===== src/rtl/exe_muldiv.sv =====
// exe_muldiv: iterative radix-2 multiply/divide unit for the EXE stage.
// Operations: MULT, MULTU, DIV, DIVU; one result bit per cycle, WIDTH+1 latency.
// Optional macro MULDIV_DIV_EN compiles in the restoring divider; without it
// DIV/DIVU are still accepted, keep the same latency, and return zero.
module exe_muldiv #(
    parameter int WIDTH = 32,
    parameter int CNT_W = 6
) (
    input  logic             clk,
    input  logic             rst,
    input  logic             md_valid,
    input  logic [1:0]       md_op,
    input  logic [WIDTH-1:0] md_src1,
    input  logic [WIDTH-1:0] md_src2,
    input  logic             md_cancel,
    output logic             md_busy,
    output logic             md_over,
    output logic [WIDTH-1:0] md_hi,
    output logic [WIDTH-1:0] md_lo,
    output logic             md_div_zero
);

    typedef enum logic [1:0] {
        S_IDLE = 2'd0,
        S_BUSY = 2'd1,
        S_DONE = 2'd2
    } state_t;

    localparam logic [CNT_W-1:0] LAST = CNT_W'(WIDTH - 1);

    // control state
    state_t           state_q;
    logic [CNT_W-1:0] cnt_q;
    logic             busy_q;
    logic             over_q;

    // captured operation and iteration registers
    logic             is_div_q;
    logic             neg_q;      // product / quotient must be negated at the end
    logic [WIDTH-1:0] opb_q;      // multiplicand magnitude or divisor magnitude
    logic [WIDTH-1:0] acc_q;      // product upper half or partial remainder
    logic [WIDTH-1:0] sh_q;       // multiplier bits / dividend bits -> product lower half / quotient
`ifdef MULDIV_DIV_EN
    logic             rneg_q;     // remainder takes the dividend sign
    logic             div0_q;     // divisor was zero at accept
    logic [WIDTH-1:0] src1_q;     // raw dividend, returned as HI on divide by zero
`endif

    // architectural results
    logic [WIDTH-1:0] hi_q;
    logic [WIDTH-1:0] lo_q;
    logic             dz_q;

    logic             accept;
    logic             finish;
    logic             s1;
    logic             s2;
    logic [WIDTH-1:0] mag1;
    logic [WIDTH-1:0] mag2;
    logic [WIDTH:0]   mul_sum;
`ifdef MULDIV_DIV_EN
    logic [WIDTH:0]   div_sh;
    logic [WIDTH:0]   div_diff;
`endif
    logic [WIDTH-1:0]   acc_d;
    logic [WIDTH-1:0]   sh_d;
    logic [2*WIDTH-1:0] prod;
    logic [WIDTH-1:0]   res_hi;
    logic [WIDTH-1:0]   res_lo;
    logic               res_dz;

    // cancel wins over a same-cycle request and over the final iteration
    assign accept = (state_q == S_IDLE) && md_valid && !md_cancel;
    assign finish = (state_q == S_BUSY) && (cnt_q == LAST) && !md_cancel;

    // Operand signs and magnitudes; unsigned ops (md_op[0]=1) never negate.
    always_comb begin
        s1   = !md_op[0] && md_src1[WIDTH-1];
        s2   = !md_op[0] && md_src2[WIDTH-1];
        mag1 = s1 ? -md_src1 : md_src1;
        mag2 = s2 ? -md_src2 : md_src2;
    end

    // One radix-2 step: shift-add multiply, or restoring divide when enabled.
    always_comb begin
        mul_sum = {1'b0, acc_q} + ({(WIDTH+1){sh_q[0]}} & {1'b0, opb_q});
        acc_d   = mul_sum[WIDTH:1];
        sh_d    = {mul_sum[0], sh_q[WIDTH-1:1]};
`ifdef MULDIV_DIV_EN
        div_sh   = {acc_q, sh_q[WIDTH-1]};
        div_diff = div_sh - {1'b0, opb_q};
        if (is_div_q) begin
            // borrow out of the trial subtract means the divisor did not fit
            acc_d = div_diff[WIDTH] ? div_sh[WIDTH-1:0] : div_diff[WIDTH-1:0];
            sh_d  = {sh_q[WIDTH-2:0], ~div_diff[WIDTH]};
        end
`endif
    end

    // Sign fix-up of the final step's outcome, written on BUSY->DONE.
    always_comb begin
        prod = {acc_d, sh_d};
        if (neg_q) prod = -prod;
        res_hi = prod[2*WIDTH-1:WIDTH];
        res_lo = prod[WIDTH-1:0];
        res_dz = 1'b0;
        if (is_div_q) begin
`ifdef MULDIV_DIV_EN
            if (div0_q) begin
                res_hi = src1_q;
                res_lo = '1;
                res_dz = 1'b1;
            end else begin
                res_lo = neg_q  ? -sh_d  : sh_d;
                res_hi = rneg_q ? -acc_d : acc_d;
            end
`else
            res_hi = '0;
            res_lo = '0;
`endif
        end
    end

    // Control FSM; busy and over are registered decodes of the next state.
    always_ff @(posedge clk) begin
        if (rst) begin
            state_q <= S_IDLE;
            cnt_q   <= '0;
            busy_q  <= 1'b0;
            over_q  <= 1'b0;
        end else begin
            over_q <= 1'b0;
            case (state_q)
                S_IDLE: begin
                    if (md_valid && !md_cancel) begin
                        state_q <= S_BUSY;
                        cnt_q   <= '0;
                        busy_q  <= 1'b1;
                    end
                end
                S_BUSY: begin
                    if (md_cancel) begin
                        state_q <= S_IDLE;
                        cnt_q   <= '0;
                        busy_q  <= 1'b0;
                    end else if (cnt_q == LAST) begin
                        state_q <= S_DONE;
                        over_q  <= 1'b1;
                    end else begin
                        cnt_q <= cnt_q + CNT_W'(1);
                    end
                end
                S_DONE: begin
                    state_q <= S_IDLE;
                    cnt_q   <= '0;
                    busy_q  <= 1'b0;
                end
                default: begin
                    state_q <= S_IDLE;
                    cnt_q   <= '0;
                    busy_q  <= 1'b0;
                end
            endcase
        end
    end

    // Capture operands at accept, then advance one step per BUSY cycle.
    always_ff @(posedge clk) begin
        if (rst) begin
            is_div_q <= 1'b0;
            neg_q    <= 1'b0;
            opb_q    <= '0;
            acc_q    <= '0;
            sh_q     <= '0;
`ifdef MULDIV_DIV_EN
            rneg_q   <= 1'b0;
            div0_q   <= 1'b0;
            src1_q   <= '0;
`endif
        end else if (accept) begin
            is_div_q <= md_op[1];
            neg_q    <= s1 ^ s2;
            opb_q    <= mag2;
            acc_q    <= '0;
            sh_q     <= mag1;
`ifdef MULDIV_DIV_EN
            rneg_q   <= s1;
            div0_q   <= (md_src2 == '0);
            src1_q   <= md_src1;
`endif
        end else if (state_q == S_BUSY) begin
            acc_q <= acc_d;
            sh_q  <= sh_d;
        end
    end

    // HI/LO/div_zero change only on a non-cancelled completion.
    always_ff @(posedge clk) begin
        if (rst) begin
            hi_q <= '0;
            lo_q <= '0;
            dz_q <= 1'b0;
        end else if (finish) begin
            hi_q <= res_hi;
            lo_q <= res_lo;
            dz_q <= res_dz;
        end
    end

    assign md_busy     = busy_q;
    assign md_over     = over_q;
    assign md_hi       = hi_q;
    assign md_lo       = lo_q;
    assign md_div_zero = dz_q;

endmodule


===== config.mk =====
export PLATFORM = sky130hd
export DESIGN_NAME = exe_muldiv
export DESIGN_NICKNAME = d
export VERILOG_FILES = /design/src/rtl/exe_muldiv.sv
export SDC_FILE = /design/constraint.sdc
export NUM_CORES = 1
export LEC_CHECK = 0
export CAP_MARGIN = 20
export CORE_ASPECT_RATIO = 1.2
export CORE_MARGIN = 3
export CORE_UTILIZATION = 30
export CTS_BUF_LIST = sky130_fd_sc_hd__clkbuf_8 sky130_fd_sc_hd__clkbuf_16
export DETAILED_ROUTE_END_ITERATION = 8
export SYNTH_ARGS = -nofsm -noshare
export SYNTH_HDL_FRONTEND = slang
export SYNTH_SLANG_ARGS = --single-unit

===== constraint.sdc =====
create_clock -name clk -period 7.3 [get_ports clk]
set_input_delay 0.73 -clock clk [delete_from_list [all_inputs] [get_ports clk]]
set_output_delay 0.73 -clock clk [all_outputs]
set_load 0.02 [all_outputs]

==> flow_summary.toml, run 1 <==
[run_status]
status = "completed"

[routing]
remaining_drc_errors = 0
antenna_left = 0
wirelength_um = 35880
avgRoutedWirePerCell_um = 17.73
dr.pass1.iters = 5
vias = 10920
dr.first_iter.drc_count = 715
vias_per_cell = 5.395

[yosys]
synth-seq-area-share_pct = 30.86
syn-instance-count = 1482
synth_fp_nets = 1589
async_flop_share_pct = 0
synth_area_sq_um = 11160
yosys.cell_count.top_type = "nand2_1"
ys_warn_count = 0
yosys.area.top_type = "dfxtp_1"
synth_area_leaders = "dfxtp_1, nand2_1, xnor2_1"
synth_edf_count = 0
yosys-top-cells-count = "nand2_1, nor2_1, dfxtp_1"
yosys.area.top_type_share_pct = 30.86
synth_area_per_cell_sq_um = 7.530
post_synth_num_cell_types = 72
synth_ff_type = "dfxtp_1"
postSynthRegisterBits = 172

[layout]
area_delta_synth_final_pct = 20.52
fill_cells = 3838
antennaDiodeCount = 0
nets = 1650
layout-drive-gt1-share_pct = 4.756

[power_and_ir_drop]
vdd.ir_drop.worst_mv = 0.1490
p_clk_share_pct = 43.0
power.density_nw_per_um2 = 170.2
power_frac_comb_pct = 13.3
p_leak_uw = 0.004656
intPower_uw = 1630
p_sw_uw = 659.0
sw_frac_of_total_pct = 28.79
power_frac_seq_pct = 43.7

[die]
fp.dieW_um = 182.1
row_count = 76
core_area_sq_um = 36320
dieHeight_um = 217.3
start_util_pct = 30.72
die_area_sq_um = 39560
io_pins = 137

[setup_path]
cpPeakStageDelay_ns = 0.88
critPathMaxFanout = 33
crit_chain = "and2_1 > ha_1 > inv_1 > fa_1 > nor2b_1 > o2111a_1 > o2111ai_1 > a21boi_0 > o21ai_0 > a211oi_1 > nand2_1 > or4b_1 > a21o_1 > a32o_1"
worstPathArrival_ns = 5.51
worst_ep_required_time_ns = 7.64
crit_family = "compound AO/OA/AOI/OAI gates"
start_kind = "flip-flop"
critPathSlowestCell = "dfxtp_1"
crit_path_end_kind = "flip-flop"
criticalPathCategory = "reg -> reg"
cp_num_buf_inv = 1

[sta]
tns_ns = 0
fin_skew_ns = 0.01460
post-route-min-period_ns = 5.162
fin_crit_sh_pct = 70.72
setup_viol = 0
rsz0062_at_grt = "false"
fmax_mhz = 193.7
relSlewSlack_pct = 28.62
hold_viol_final = 0
holdWs_ns = 0.4594
drv_slew = 0
worstMarginPinSlew_ns = 1.068

[clocking]
cts_setup_buffers = 0
cts_num_sinks = 172
cts-root-buf = "clkbuf_16"
clk_pin_slew_ns = 0.08
cts_tree = "yes"
clock_latency_ns = 0.45
cts_resized = 0
clockBufferDepth = 2
htreeDepth = 4
cts_buffers = 17
hold_buffers = 0

[flow_run]
maxCapViolations = 0

[placement]
io_buffer_count = 135
hpwl_um = 27190
place_congestion = 0.9201

[global_routing]
grt_overflow = 0
grt_max_degree = 77
grt_pass1_wl_um = 56660
grt_use_total_pct = 17.64
antenna_found_initial = 0
first_global_vias = 10530

[worst_hold_path]
hold_class = "reg -> reg"
[through the flow]
stage	util (%)	power, uW	std cells	area [sq um]	worst slack, ns
3_5_place_dp	35.22	1325	1991	12790	2.258
5_1_grt	37.02	2382	2024	13450	1.787
3_3_place_gp	35.22	1320	1991	12790	2.292
6_report	37.02	2289	2024	13450	2.138
4_1_cts	36.97	2306	2023	13430	2.243
2_1_floorplan	-	1210	1482	11160	3.020
[final timing paths]
kind,from,end,slack [ns],depth (start not counted)
worst min register to register,md_hi[19]$_SDFFE_PP0P_,md_hi[19]$_SDFFE_PP0P_,0.46,2
worst min-delay path,md_hi[19]$_SDFFE_PP0P_,md_hi[19]$_SDFFE_PP0P_,0.46,2
worst max-delay path,sh_q[0]$_SDFFE_PP0P_,md_hi[31]$_SDFFE_PP0P_,2.14,14
worst max register to register,sh_q[0]$_SDFFE_PP0P_,md_hi[31]$_SDFFE_PP0P_,2.14,14
[metal layers]
metal | GRT usage [%] | vias to the layer above | routed length (um)
met1 | 21.84 | 5180 | 15850
li1 | - | 5434 | -
met2 | 30.87 | 247 | 17610
met4 | 6.350 | 0 | 1049
met3 | 2.842 | 59 | 1371
met5 | 0 | - | 0
[cell type report]
class	count	area [sq um]	share of cell area [%]
clock buffer	18	439.2	3.265
clock inverter	14	196.4	1.461
sequential	172	3445	25.61
inverter	24	90.09	0.6698
tap	468	585.6	4.354
timing repair buffer	144	1429	10.62
multi-input combinational	1184	7264	54.01
[logic make-up after synthesis]
kind of cell | synth area share (%)
compound gates | 24.79
fa+ha+maj | 4.216
xor+xnor | 10.52
other cells | 0.03360
simple gates | 24.86
buf+inv | 4.283
mux | 0.4485
flops | 30.86
[cell usage in the layout (no fill, tap or decap), types with 7 or more instances in the layout]
master | netlist | layout
nor2b_1 | 8 | 7
or3_1 | 24 | 23
a21o_1 | 10 | 10
xnor2_1 | 84 | 84
or4_1 | 16 | 16
a211oi_1 | 39 | 39
nor4_1 | 16 | 16
a311oi_1 | 37 | 37
dfxtp_1 | 172 | 171
o21ai_0 | 79 | 79
nand2b_1 | 13 | 12
xor2_1 | 50 | 50
o41ai_1 | 12 | 12
ha_1 | 36 | 36
clkbuf_16 | 0 | 17
inv_1 | 24 | 24
nand2_1 | 200 | 200
or2_2 | 15 | 15
o31ai_1 | 24 | 24
a22oi_1 | 43 | 43
buf_4 | 1 | 9
nor3_1 | 25 | 25
a21oi_1 | 102 | 102
nor2_1 | 188 | 186
and2_1 | 37 | 37
clkdlybuf4s50_1 | 0 | 134
nand4_1 | 7 | 7
nand3_1 | 19 | 19
[power groups by stage]
stage / combinational (uW) / sequential, uW / clock (uW)
6_report: 304 / 1000 / 985
5_1_grt: 337 / 1000 / 1040
4_1_cts: 302 / 1000 / 1000
3_5_place_dp: 301 / 1020 / 0
3_3_place_gp: 297 / 1020 / 0
2_1_floorplan: 201 / 1010 / 0
[registers in the layout, summed over array words and instances, names as in the netlist]
name,count
md_over,1
md_busy,1
neg_q,1
cnt_q,6
state_q,2
md_lo,32
acc_q,32
opb_q,32
is_div_q,1
md_hi,32
sh_q,32
[worst register-to-register path: stages (launching register included)]
cell       delay (ns)
dfxtp_1          0.88
and2_1           0.23
ha_1             0.16
inv_1            0.05
fa_1             0.40
nor2b_1          0.23
o2111a_1         0.30
o2111ai_1        0.30
a21boi_0         0.49
o21ai_0          0.27
a211oi_1         0.38
nand2_1          0.32
or4b_1           0.61
a21o_1           0.20
a32o_1           0.25
Power figures use the tool's default switching activity.
==> run 2: changes to the inputs <==
- clock period: 7.3 -> 4.7 ns (I/O delays scaled with it)
==> flow_summary.toml, run 2 (synthesis gave the netlist of run 1 again) <==
[run_status]
status = "completed"

[setup_path]
crit_chain = "buf_6 > and2_1 > ha_1 > a21o_1 > a21o_1 > o2111ai_1 > a21boi_0 > o41a_1 > a211oi_1 > buf_4 > nand2_1 > or4b_1 > a21o_1 > a32o_1"
start_kind = "flip-flop"
cp_num_cells = 14
critPathSlowestCell = "o2111ai_1"
path_common_cell = "a21o_1"
cpPeakStageDelay_ns = 0.55
worstPathArrival_ns = 4.76
crit_path_end_kind = "flip-flop"
cp_num_buf_inv = 2
r2r_end = "md_hi[31]$_SDFFE_PP0P_"
rrSetupSlack_ns = 0.29
worst_ep_required_time_ns = 5.05
criticalPathCategory = "reg -> reg"
r2r_start = "sh_q[0]$_SDFFE_PP0P_"
critPathMaxFanout = 30
r2r_cells = 14
crit_family = "compound AO/OA/AOI/OAI gates"

[global_routing]
grt_max_degree = 77
grt_use_total_pct = 17.87
first_global_vias = 10470
antenna_found_initial = 1
grt_pass1_wl_um = 57150
grt_overflow = 0

[routing]
vias_per_cell = 5.378
remaining_drc_errors = 0
vias = 11040
dr.first_iter.drc_count = 625
avgRoutedWirePerCell_um = 17.64
dr.pass1.iters = 6
wirelength_um = 36220
antenna_left = 0

[worst_hold_path]
hold_class = "reg -> reg"
hold_path_depth = 2
worstHoldEndpoint = "md_hi[26]$_SDFFE_PP0P_"
holdCritStartpoint = "md_hi[26]$_SDFFE_PP0P_"

[sta]
tns_ns = 0
fmax_mhz = 226.7
drv_slew = 0
fin_ws_ns = 0.2895
holdWs_ns = 0.4539
fin_crit_sh_pct = 93.84
relSlewSlack_pct = 30.34
hold_viol_final = 0
post-route-min-period_ns = 4.410
rsz0062_at_grt = "false"
setup_viol = 0
worstMarginPinSlew_ns = 1.043
fin_skew_ns = 0.01562

[layout]
layout-drive-gt1-share_pct = 6.629
multiInputGateArea_sq_um = 7287
final_cell_mix = "nand2_1, nor2_1, dfxtp_1"
fill_cells = 3830
final-seq-area_sq_um = 3445
final_cells = 2053
layout_commonest_cell = "nand2_1"
area_delta_synth_final_pct = 22.22
nets = 1678

[die]
die_area_sq_um = 39560
core_area_sq_um = 36320
start_util_pct = 30.72
fp.dieW_um = 182.1
dieHeight_um = 217.3
io_pins = 137
row_count = 76

[power_and_ir_drop]
vdd.ir_drop.worst_mv = 0.2363
p_total_uw = 3471
p_leak_uw = 0.004773
power.density_nw_per_um2 = 254.5

[clocking]
cts_resized = 0
hold_buffers = 0
cts_buffers = 17
clk_pin_slew_ns = 0.08
clockBufferDepth = 2
clock_latency_ns = 0.45
cts_setup_buffers = 0
cts-root-buf = "clkbuf_16"
cts_num_sinks = 172
cts_tree = "yes"
htreeDepth = 4

[flow_run]
maxCapViolations = 0

[placement]
pre_cts_ws_ns = 0.2499
io_buffer_count = 135
dpl.cell_count = 2018
hpwl_um = 27520
place_congestion = 0.9614
run 2: cell count changes in the layout (fill, tap and decap cells not counted), moves of 2 or more:
cell        before  now
clkinv_2         0    2
clkinv_8         3    1
clkinvlp_4       1    3
buf_4            9   36
run 2: worst max-delay path by stage:
stage                    startpoint                endpoint  slack [ns]
2_1_floorplan  sh_q[0]$_SDFFE_PP0P_  md_hi[31]$_SDFFE_PP0P_        0.42
3_3_place_gp   sh_q[0]$_SDFFE_PP0P_  md_hi[31]$_SDFFE_PP0P_        0.29
3_5_place_dp   sh_q[0]$_SDFFE_PP0P_  md_hi[31]$_SDFFE_PP0P_        0.25
4_1_cts        sh_q[0]$_SDFFE_PP0P_  md_hi[31]$_SDFFE_PP0P_        0.22
5_1_grt        sh_q[0]$_SDFFE_PP0P_  md_hi[31]$_SDFFE_PP0P_        0.02
6_report       sh_q[0]$_SDFFE_PP0P_  md_hi[31]$_SDFFE_PP0P_        0.29
run 2: layer usage:
metal	global-route usage, %	part of all wire, %	up-vias
met3	2.491	3.8	62
met4	7.188	3.6	0
met5	0	0	-
li1	-	-	5485
met1	22.33	44	5222
met2	30.96	49	272
run 2: worst min-delay path: stages (launching register included):
cell,delay [ns]
dfxtp_1,0.32
nand2_1,0.05
o21ai_1,0.05
run 2: cell type report:
class                   count  share of cell area [%]
well taps                 468                   4.293
clock inverters            15                   1.128
multi-input cells        1184                   53.43
diodes                      1                 0.01835
flip-flops and latches    172                   25.25
inverters                  24                  0.6605
repair buffers            172                   12.10
clock buffers              17                   3.119
run 2: where the power goes:
part / leakage [uW] / switching, uW / total, uW / internal (uW)
Clock: 0.000282 / 683 / 1430 / 749
Combinational: 0.00309 / 278 / 486 / 207
Sequential: 0.00140 / 50.6 / 1550 / 1500
Total: 0.00477 / 1010 / 3470 / 2460
run 2: per-stage QoR:
step / util [%] / cell area [sq um]
global placement: 35.78 / 13000
CTS: 37.37 / 13580
detailed placement: 35.78 / 13000
finish: 37.55 / 13640
floorplan: - / 11160
global route: 37.55 / 13640
==> run 3: changes to the inputs <==
- ABC_AREA: default -> 0
==> results of run 3 <==
The final DEF is identical to that of run 2; final timing and power are the same.
